--- config.mk ---
export PLATFORM = sky130hd
export DESIGN_NAME = obi_master_pipe_flat
export DESIGN_NICKNAME = d
export VERILOG_FILES = /design/src/rtl/obi_master_pipe_if.sv /design/src/rtl/obi_master_pipe.sv /design/src/flat_wrapper.sv
export SDC_FILE = /design/constraint.sdc
export NUM_CORES = 1
export LEC_CHECK = 0
export ABC_CLOCK_PERIOD_IN_PS = 2750
export BUFFER_PORTS_ARGS = -buffer_cell sky130_fd_sc_hd__buf_2
export CORE_UTILIZATION = 49
export DETAILED_ROUTE_END_ITERATION = 7
export MAX_ROUTING_LAYER = met4
export PLACE_DENSITY = 0.76
export REMOVE_ABC_BUFFERS = 1
export SLEW_MARGIN = 40
export SYNTH_ARGS = -nofsm -noshare
export SYNTH_HDL_FRONTEND = slang
export SYNTH_SLANG_ARGS = --single-unit
--- constraint.sdc ---
create_clock -name clk_i -period 2.75 [get_ports clk_i]
set_clock_uncertainty 0.2 [all_clocks]
set_input_delay 0.55 -clock clk_i [delete_from_list [all_inputs] [get_ports clk_i]]
set_output_delay 0.55 -clock clk_i [all_outputs]
set_load 0.005 [all_outputs]
--- src/rtl/obi_master_pipe_if.sv ---
// OBI A/R channel bundle between the pipelined manager and a crossbar port.
// The master modport is the manager side; the slave modport is the fabric side.
interface obi_master_pipe_if #(
  parameter int ADDR_WIDTH = 32,
  parameter int DATA_WIDTH = 32
);
  logic                    req;
  logic                    gnt;
  logic [ADDR_WIDTH-1:0]   addr;
  logic                    we;
  logic [DATA_WIDTH/8-1:0] be;
  logic [DATA_WIDTH-1:0]   wdata;
  logic                    rvalid;
  logic                    rready;
  logic [DATA_WIDTH-1:0]   rdata;
  logic                    err;

  modport master (
    output req, addr, we, be, wdata, rready,
    input  gnt, rvalid, rdata, err
  );

  modport slave (
    input  req, addr, we, be, wdata, rready,
    output gnt, rvalid, rdata, err
  );
endinterface

--- src/rtl/obi_master_pipe.sv ---
// Pipelined OBI manager: one A-phase holding register, a ring of in-flight
// entries retired in issue order, and a buffered valid/ready response port.
module obi_master_pipe #(
  parameter int ADDR_WIDTH      = 32,
  parameter int DATA_WIDTH      = 32,
  parameter int MAX_OUTSTANDING = 4,
  parameter int ERR_CNT_WIDTH   = 8,
  localparam int BE_WIDTH  = DATA_WIDTH / 8,
  localparam int PTR_WIDTH = $clog2(MAX_OUTSTANDING),
  localparam int CNT_WIDTH = PTR_WIDTH + 1
) (
  input  logic                     clk_i,
  input  logic                     reset_ni,
  input  logic                     req_i,
  output logic                     gnt_o,
  input  logic                     we_i,
  input  logic [ADDR_WIDTH-1:0]    addr_i,
  input  logic [BE_WIDTH-1:0]      be_i,
  input  logic [DATA_WIDTH-1:0]    wdata_i,
  output logic                     rsp_valid_o,
  input  logic                     rsp_ready_i,
  output logic [DATA_WIDTH-1:0]    rsp_rdata_o,
  output logic                     rsp_err_o,
  output logic                     rsp_we_o,
  obi_master_pipe_if.master        obi,
  input  logic                     err_clr_i,
  output logic [ERR_CNT_WIDTH-1:0] err_cnt_o,
  output logic [CNT_WIDTH-1:0]     inflight_o,
  output logic                     idle_o
);

  logic                     active_q;
  logic                     a_valid_q;
  logic                     a_we_q;
  logic [ADDR_WIDTH-1:0]    a_addr_q;
  logic [BE_WIDTH-1:0]      a_be_q;
  logic [DATA_WIDTH-1:0]    a_wdata_q;
  logic [PTR_WIDTH-1:0]     aptr_q, rptr_q, cptr_q;
  logic [CNT_WIDTH-1:0]     inflight_q;
  logic [CNT_WIDTH-1:0]     rwait_q;
  logic [ERR_CNT_WIDTH-1:0] err_cnt_q;

  logic [MAX_OUTSTANDING-1:0] ent_we, ent_done, ent_err;
  logic [DATA_WIDTH-1:0]      ent_rdata [MAX_OUTSTANDING];

  logic               a_fire, r_fire, pop, accept;
  logic [CNT_WIDTH:0] used;

  assign a_fire = a_valid_q & obi.gnt;
  // rwait_q counts entries issued but not yet answered; a response with none
  // pending is a protocol violation and must not disturb any state.
  assign r_fire = obi.rvalid & obi.rready & (rwait_q != '0);
  assign pop    = ent_done[cptr_q] & rsp_ready_i;
  assign used   = {1'b0, inflight_q} + (CNT_WIDTH + 1)'(a_valid_q);
  assign gnt_o  = active_q & (~a_valid_q | a_fire)
                & (used < (CNT_WIDTH + 1)'(MAX_OUTSTANDING));
  assign accept = req_i & gnt_o;

  always_ff @(posedge clk_i or negedge reset_ni) begin
    if (!reset_ni) begin
      active_q  <= 1'b0;
      a_valid_q <= 1'b0;
      a_we_q    <= 1'b0;
      a_addr_q  <= '0;
      a_be_q    <= '0;
      a_wdata_q <= '0;
    end else begin
      active_q <= 1'b1;
      if (accept) begin
        a_valid_q <= 1'b1;
        a_we_q    <= we_i;
        a_addr_q  <= addr_i;
        a_be_q    <= be_i;
        a_wdata_q <= wdata_i;
      end else if (a_fire) begin
        a_valid_q <= 1'b0;
      end
    end
  end

  always_ff @(posedge clk_i or negedge reset_ni) begin
    if (!reset_ni) begin
      aptr_q     <= '0;
      rptr_q     <= '0;
      cptr_q     <= '0;
      inflight_q <= '0;
      rwait_q    <= '0;
      err_cnt_q  <= '0;
    end else begin
      if (a_fire) aptr_q <= aptr_q + 1'b1;
      if (r_fire) rptr_q <= rptr_q + 1'b1;
      if (pop)    cptr_q <= cptr_q + 1'b1;
      inflight_q <= inflight_q + CNT_WIDTH'(a_fire) - CNT_WIDTH'(pop);
      rwait_q    <= rwait_q + CNT_WIDTH'(a_fire) - CNT_WIDTH'(r_fire);
      if (err_clr_i) begin
        err_cnt_q <= '0;
      end else if (r_fire && obi.err && !(&err_cnt_q)) begin
        err_cnt_q <= err_cnt_q + 1'b1;
      end
    end
  end

  generate
    for (genvar gi = 0; gi < MAX_OUTSTANDING; gi++) begin : g_entry
      logic                  we_q, done_q, err_q;
      logic [DATA_WIDTH-1:0] rdata_q;

      always_ff @(posedge clk_i or negedge reset_ni) begin
        if (!reset_ni) begin
          we_q    <= 1'b0;
          done_q  <= 1'b0;
          err_q   <= 1'b0;
          rdata_q <= '0;
        end else begin
          if (a_fire && aptr_q == PTR_WIDTH'(gi)) begin
            we_q   <= a_we_q;
            done_q <= 1'b0;
          end
          if (r_fire && rptr_q == PTR_WIDTH'(gi)) begin
            rdata_q <= obi.rdata;
            err_q   <= obi.err;
            done_q  <= 1'b1;
          end
          // Clearing done on pop keeps an empty ring from showing a stale response.
          if (pop && cptr_q == PTR_WIDTH'(gi)) begin
            done_q <= 1'b0;
          end
        end
      end

      assign ent_we[gi]    = we_q;
      assign ent_done[gi]  = done_q;
      assign ent_err[gi]   = err_q;
      assign ent_rdata[gi] = rdata_q;
    end
  endgenerate

  assign obi.req    = a_valid_q;
  assign obi.we     = a_we_q;
  assign obi.addr   = a_addr_q;
  assign obi.be     = a_be_q;
  assign obi.wdata  = a_wdata_q;
  assign obi.rready = active_q;

  assign rsp_valid_o = ent_done[cptr_q];
  assign rsp_rdata_o = ent_rdata[cptr_q];
  assign rsp_err_o   = ent_err[cptr_q];
  assign rsp_we_o    = ent_we[cptr_q];

  assign err_cnt_o  = err_cnt_q;
  assign inflight_o = inflight_q;
  assign idle_o     = ~a_valid_q & (inflight_q == '0);

endmodule

--- src/flat_wrapper.sv ---
// flat-port wrapper written by rule: the top's interface ports become plain ports
module obi_master_pipe_flat 
#(
  parameter int ADDR_WIDTH      = 32,
  parameter int DATA_WIDTH      = 32,
  parameter int MAX_OUTSTANDING = 4,
  parameter int ERR_CNT_WIDTH   = 8,
  localparam int BE_WIDTH  = DATA_WIDTH / 8,
  localparam int PTR_WIDTH = $clog2(MAX_OUTSTANDING),
  localparam int CNT_WIDTH = PTR_WIDTH + 1
)
  (clk_i, reset_ni, req_i, gnt_o, we_i, addr_i, be_i, wdata_i, rsp_valid_o, rsp_ready_i, rsp_rdata_o, rsp_err_o, rsp_we_o, err_clr_i, err_cnt_o, inflight_o, idle_o, obi_req, obi_addr, obi_we, obi_be, obi_wdata, obi_rready, obi_gnt, obi_rvalid, obi_rdata, obi_err);
  obi_master_pipe_if #(.ADDR_WIDTH(ADDR_WIDTH), .DATA_WIDTH(DATA_WIDTH)) obi_i ();
  input  logic clk_i;
  input  logic reset_ni;
  input  logic req_i;
  output logic gnt_o;
  input  logic we_i;
  input  logic [ADDR_WIDTH-1:0] addr_i;
  input  logic [BE_WIDTH-1:0] be_i;
  input  logic [DATA_WIDTH-1:0] wdata_i;
  output logic rsp_valid_o;
  input  logic rsp_ready_i;
  output logic [DATA_WIDTH-1:0] rsp_rdata_o;
  output logic rsp_err_o;
  output logic rsp_we_o;
  input  logic err_clr_i;
  output logic [ERR_CNT_WIDTH-1:0] err_cnt_o;
  output logic [CNT_WIDTH-1:0] inflight_o;
  output logic idle_o;
  output wire logic [$bits(obi_i.req)-1:0] obi_req;
  output wire logic [$bits(obi_i.addr)-1:0] obi_addr;
  output wire logic [$bits(obi_i.we)-1:0] obi_we;
  output wire logic [$bits(obi_i.be)-1:0] obi_be;
  output wire logic [$bits(obi_i.wdata)-1:0] obi_wdata;
  output wire logic [$bits(obi_i.rready)-1:0] obi_rready;
  input wire logic [$bits(obi_i.gnt)-1:0] obi_gnt;
  input wire logic [$bits(obi_i.rvalid)-1:0] obi_rvalid;
  input wire logic [$bits(obi_i.rdata)-1:0] obi_rdata;
  input wire logic [$bits(obi_i.err)-1:0] obi_err;
  assign obi_req = obi_i.req;
  assign obi_addr = obi_i.addr;
  assign obi_we = obi_i.we;
  assign obi_be = obi_i.be;
  assign obi_wdata = obi_i.wdata;
  assign obi_rready = obi_i.rready;
  assign obi_i.gnt = obi_gnt;
  assign obi_i.rvalid = obi_rvalid;
  assign obi_i.rdata = obi_rdata;
  assign obi_i.err = obi_err;
  obi_master_pipe #(.ADDR_WIDTH(ADDR_WIDTH), .DATA_WIDTH(DATA_WIDTH), .MAX_OUTSTANDING(MAX_OUTSTANDING), .ERR_CNT_WIDTH(ERR_CNT_WIDTH)) u_core (.clk_i(clk_i), .reset_ni(reset_ni), .req_i(req_i), .gnt_o(gnt_o), .we_i(we_i), .addr_i(addr_i), .be_i(be_i), .wdata_i(wdata_i), .rsp_valid_o(rsp_valid_o), .rsp_ready_i(rsp_ready_i), .rsp_rdata_o(rsp_rdata_o), .rsp_err_o(rsp_err_o), .rsp_we_o(rsp_we_o), .obi(obi_i), .err_clr_i(err_clr_i), .err_cnt_o(err_cnt_o), .inflight_o(inflight_o), .idle_o(idle_o));
endmodule
==> Word level (Yosys, flattened, before mapping) <==
Cells that the tools add are included.
{ "word_totals": {"reg_bits": 231, "elab_cells": 112} }
{ "op_classes": {"n_eq_ne": 9, "n_reduce_logical": 27, "n_mux": 25, "bitwise": 11, "n_lt_le_gt_ge": 3, "addsub": 9} }
{ "ops": {"columns": ["cell", "n"], "rows": [
  ["32-bit binary-select mux with 2-bit select", 1],
  ["32-bit 2-to-1 mux", 2],
  ["1-bit 2-to-1 mux", 17],
  ["8-bit 2-to-1 mux", 2],
  ["3-bit nonzero test", 5],
  ["1-bit logical AND", 14],
  ["2-bit equality test, second input constant", 6],
  ["8-bit by 1-bit adder with 8-bit output, second input constant", 1],
  ["1-bit bitwise AND", 8],
  ["8-bit AND reduction", 1],
  ["2-bit by 1-bit adder with 2-bit output, second input constant", 3],
  ["3-bit by 1-bit adder with 3-bit output", 2],
  ["1-bit binary-select mux with 2-bit select", 3],
  ["2-bit by 1-bit equality test with 1-bit output, second input constant", 3],
  ["2-bit logical NOT", 3],
  ["3-bit by 1-bit subtractor with 3-bit output", 2],
  ["3-bit by 1-bit adder with 4-bit output", 1],
  ["4-bit by 3-bit less-than comparator with 1-bit output, second input constant", 1],
  ["2-bit nonzero test", 2],
  ["3-bit >= comparator, second input constant", 1],
  ["3-bit logical NOT", 1],
  ["2-bit by 3-bit less-than comparator with 1-bit output, second input constant", 1],
  ["2-bit inverter with 3-bit output", 1],
  ["1-bit logical NOT", 1],
  ["2 further kinds", 2]
]} }

==> Depth between registers and ports, before layout <==
{ "logic_depth": {"depth_word": 6, "depth_mapped": 10, "mapped_depth_nobuf": 8} }

==> Worst setup path after synthesis <==
Ideal clock, no wire load.
{ "synth_path": {"path_kind": "register -> register", "startpoint": "reg u_core.cptr_q[0]", "endpoint": "reg u_core.inflight_q[2] (netlist: u_core.inflight_o[2])", "period_less_slack_ns": 2.656, "path_stages_with_launch": 11, "path_slack_ns": 0.094, "n_path_buf": 2, "t_arrival_ns": 2.335, "setup_ns": 0.122, "required_time_ns": 2.428, "path_cell_list": "dfrtp_1 > buf_6 > mux4_2 > and2_1 > buf_6 > ha_1 > inv_1 > ha_1 > inv_1 > fa_1 > xor2_1"} }
{ "synth_between": {"elab_chain_len": 4} }
{ "synth_rtl": {"columns": ["item", "line_no", "source"], "rows": [
  ["from (decl)", "obi_master_pipe.sv:38", "logic [PTR_WIDTH-1:0] aptr_q, rptr_q, cptr_q;"],
  ["from (signal assigned)", "obi_master_pipe.sv:92", "if (pop) cptr_q <= cptr_q + 1'b1;"],
  ["1-bit binary-select mux with 2-bit select", null, null],
  ["1-bit 2-to-1 mux", null, null],
  ["via rsp_valid_o", "flat_wrapper.sv:22", "output logic rsp_valid_o;"],
  ["1-bit bitwise AND", "obi_master_pipe.sv:53", "assign pop = ent_done[cptr_q] & rsp_ready_i;"],
  ["via u_core.pop", "obi_master_pipe.sv:46", "logic a_fire, r_fire, pop, accept;"],
  ["3-bit by 1-bit subtractor with 3-bit output", "obi_master_pipe.sv:93", "inflight_q <= inflight_q + CNT_WIDTH'(a_fire) - CNT_WIDTH'(pop);"],
  ["to (signal assigned)", "obi_master_pipe.sv:93", null],
  ["to (decl)", "obi_master_pipe.sv:39", "logic [CNT_WIDTH-1:0] inflight_q;"]
]} }
The timed path passes the listed nets, and every way through them passes these cells. The select of a mux whose other input is x is not followed.
A chain may end at the register's enable or synchronous reset.

==> Worst setup path in the final report <==
{ "layout_path": {"startpoint": "reg u_core.cptr_q[0]", "endpoint": "out rsp_rdata_o[25]"} }
{ "layout_between": {"elab_chain_len": 4} }
{ "layout_rtl": {"columns": ["item", "line_no", "source"], "rows": [
  ["2-bit inverter with 3-bit output (implied by the code)", "obi_master_pipe.sv:146", "assign rsp_rdata_o = ent_rdata[cptr_q];"],
  ["32-bit binary-select mux with 2-bit select", "obi_master_pipe.sv:146", null],
  ["32-bit 2-to-1 mux (implied by the code) (2 in series)", "obi_master_pipe.sv:146", null],
  ["to (decl)", "flat_wrapper.sv:24", "output logic [DATA_WIDTH-1:0] rsp_rdata_o;"]
]} }
Every way passes these cells. The select of a mux whose other input is x is not followed.

==> impl_results.md <==
- Run status: finished clean
- Cells after Synth: 613
- Clock period minus worst slack: 2.70 ns
- Width of the die: ~140 µm
- Routed length per placed instance: 18.0 µm
- Cell variety after synth: 40
- Topmost layer with routed signal wires: met4
- Final weighted congestion in routability-driven placement: 0.784
- DIE AREA: approximately 21000 µm²
- Clock buffer depth: 3
- Count of input and output buffers: 227
- Most common library cell in the layout ignoring fill and taps: dfrtp_1
- Area Growth Syn to Fin: 23.1%
- Placed cell count: 1084
- Number of design rule violations left after detail routing: 0
- Worst setup path class: register to primary output
- Final Slew Violations: 0
- Critical R2R Capture: u_core.inflight_o[2]
- Yosys warnings: 0
- Share of synthesized flip-flops with an asynchronous set or reset: 1.00
- Kind of end point of the critical path: primary output
- Met1 wire length: 9200 µm
- Worst reg2reg path depth: 8
- IR Drop Worst-Case VDD: ~0.67 mV
- Core utilization of the finished layout: 0.624
- Area of the mapped netlist: approximately 10000 µm²
- Arrival time of data at the critical path endpoint: 1.95 ns
- First-pass GRT wire length: around 32000 µm
- Worst-case register-to-register setup slack: 0.18 ns
- Commonest cells after routing, fill and taps aside: 230 x dfrtp_1, 223 x buf_2, 186 x mux2_2
- Antenna violations before repair: 2
- Share of post-route cells with drive strength above 1: 0.593
- Slew of the pin with the lowest slew margin: around 0.56 ns
- Share of the synthesized area in the top cell type: 0.578
- Number of buffers created by CTS: 26
- Post-CTS clock slew at the launch and capture registers of the worst setup and hold paths: roughly 0.060 ns
- Maximum net fanout on the critical path: 19
- Total power consumption of the routed design: between 0.01 and 0.015 W
- Total length of routed wires: between 20000 and 25000 µm
- Routed wl met3: around 1300 µm
- Total core area: 19700 µm²
- Root cell of the clock tree: clkbuf_16
- Worst Path Required: 2.00 ns
- Largest cells by area after synthesis: dfrtp_1 58%, mux2_2 21%, mux4_2 7.9%
- Antenna-violating nets left: 0
- Largest net degree at the start of global routing: 71
- Max-slew headroom at the worst pin: 0.626
- Final hold vios: 0
- Setup repair after global routing missed its margin: true
- Vias in the first global route: 6258
- Primary FF master, synth: dfrtp_1
- Layout Cells excl Fill: 1137
- Worst min-delay path category: input pin to register
- Routed wl met2: roughly 9800 µm
- Pwr per Cell Area: 1190 nW/µm²
- Setup crit end: rsp_rdata_o[25]
- Die boundary height: 145 µm
- Clock insertion delay at the later pin of the skew report: 0.50 ns
- Static power due to leakage: 5.82 nW
- Worst setup startpoint: u_core.cptr_q[0]
- Nets: about 980
- Clock tree sinks: 231
- Combined global-route utilization of all metal layers: 0.205
- Count of max-cap constraint violations: 0
- Top-Level Pins: 228
- Vias per Instance: 5.22
- Reg2Reg Launch Point: u_core.cptr_q[0]
- Effective utilization at floorplan: 0.507
- Cell accounting for the most synthesized area: dfrtp_1
- Achievable Freq: 371 MHz
- Post-synthesis average cell area: 16.3 µm²
- Period utilisation layout: 0.980
- Number of enable flip-flop cells after synthesis: 0
- Detailed placer's ending HPWL: 13300 µm
- CTS tree: done
- Type of element launching the critical path: register
- Finish-stage setup viols: 0
- Final worst hold slack: 0.0523 ns
- DR iter-0 viols: 189
- Number of H-tree branching levels: 1
- Vias: 5934
- Overflow left after global routing: 0
- Standard-cell row count: 51
- Number of synthesized register bits: ~230
- Part of the Yosys area used for sequential elements: 0.578
- Total iterations of the first detailed-routing run: 4
-- cells by family (layout without fill, tap and decap cells) --
kind of cell | Yosys count | after routing | share of synthesized area
muxes | 243 | 243 | 0.313
DFF | 231 | 231 | 0.578
buffers and inverters | 47 | 304 | 0.0335
and+or+nand+nor | 43 | 43 | 0.0244
adders and majority gates | 20 | 20 | 0.0265
AOI/OAI and AO/OA | 20 | 20 | 0.0174
xor gates and xnor gates | 8 | 8 | 0.00701
other | 1 | 3 | 0.000375
-- how the worst min path moves through the flow --
stage,startpoint,endpoint,slack [ns],depth (start not counted)
final,addr_i[2],u_core.obi.addr[2],0.05,2
after global routing,wdata_i[11],u_core.obi.wdata[11],0.03,2
after CTS,wdata_i[11],u_core.obi.wdata[11],0.03,2
after detailed placement,u_core.g_entry[0].err_q,u_core.g_entry[0].err_q,0.28,1
after global placement,u_core.g_entry[3].rdata_q[30],u_core.g_entry[3].rdata_q[30],0.27,1
after floorplan,reset_ni,u_core.aptr_q[0],0.05,0
-- metal layers --
layer | vias to the layer above | track usage
met5 | - | -
met4 | 0 | 0.0421
met3 | 20 | 0.0457
met2 | 188 | 0.331
met1 | 3013 | 0.268
li1 | 2713 | -
-- cells in the mapped netlist (all sizes together), types with 4 or more instances --
cell type / count
clkbuf: 5
mux4: 35
a22oi: 4
dfrtp: 231
o21ai: 6
ha: 18
xnor2: 4
nor2: 4
inv: 15
buf: 27
xor2: 4
nand2: 20
nand3: 4
mux2: 205
-- critical path, stage by stage, from the launching register on --
cell and delay [ns]:
dfrtp_2 0.48, buf_16 0.23, mux4_2 0.55, buf_2 0.15
-- state kept, by name (all words and copies together) (netlist names), 2 cells and up --
register,count
u_core.g_entry.rdata_q,128
u_core.obi.addr,32
u_core.obi.wdata,32
u_core.err_cnt_o,8
u_core.g_entry.done_q,4
u_core.g_entry.err_q,4
u_core.g_entry.we_q,4
u_core.obi.be,4
u_core.inflight_o,3
u_core.rwait_q,3
u_core.aptr_q,2
u_core.cptr_q,2
u_core.rptr_q,2
-- cell type report --
type | instances | area, µm²
Antenna cell | 2 | 5.00
Inverter | 15 | 56.3
Fill cell | 1469 | 7410
Timing Repair Buffer | 241 | 1380
Clock buffer | 39 | 791
Sequential cell | 231 | 5780
Tap cell | 265 | 332
Multi-Input combinational cell | 335 | 3880
Clock inverter | 9 | 81.3
-- metrics by stage --
stage           TNS, ns  setup slack (ns)  cell area, µm²
2_1_floorplan    -10.95             -1.09            9720
3_3_place_gp          0             0.343           11400
3_5_place_dp          0             0.297           11400
4_1_cts        -0.00821          -0.00821           12200
5_1_grt         -0.0523           -0.0218           12300
6_report              0            0.0548           12300
-- report_power, final --
part	internal, W	leakage (nW)	total (W)	switching (W)
Clock	0.00208	0.429	0.00342	0.00133
Combinational	0.00319	2.60	0.00526	0.00207
Sequential	0.00506	2.79	0.00592	0.000860
Total	0.0103	5.82	0.0146	0.00426
-- timing repair --
action | in CTS | in global routing
buffers inserted | 0 | 1
hold buffers | 1 | 0
cloned | 0 | 1
gates resized for setup | 1 | 4
endpoints found under the hold margin | 51 | 0
endpoints found under the setup margin | 1 | 26
Note: power is estimated with default switching activity, not from simulation.
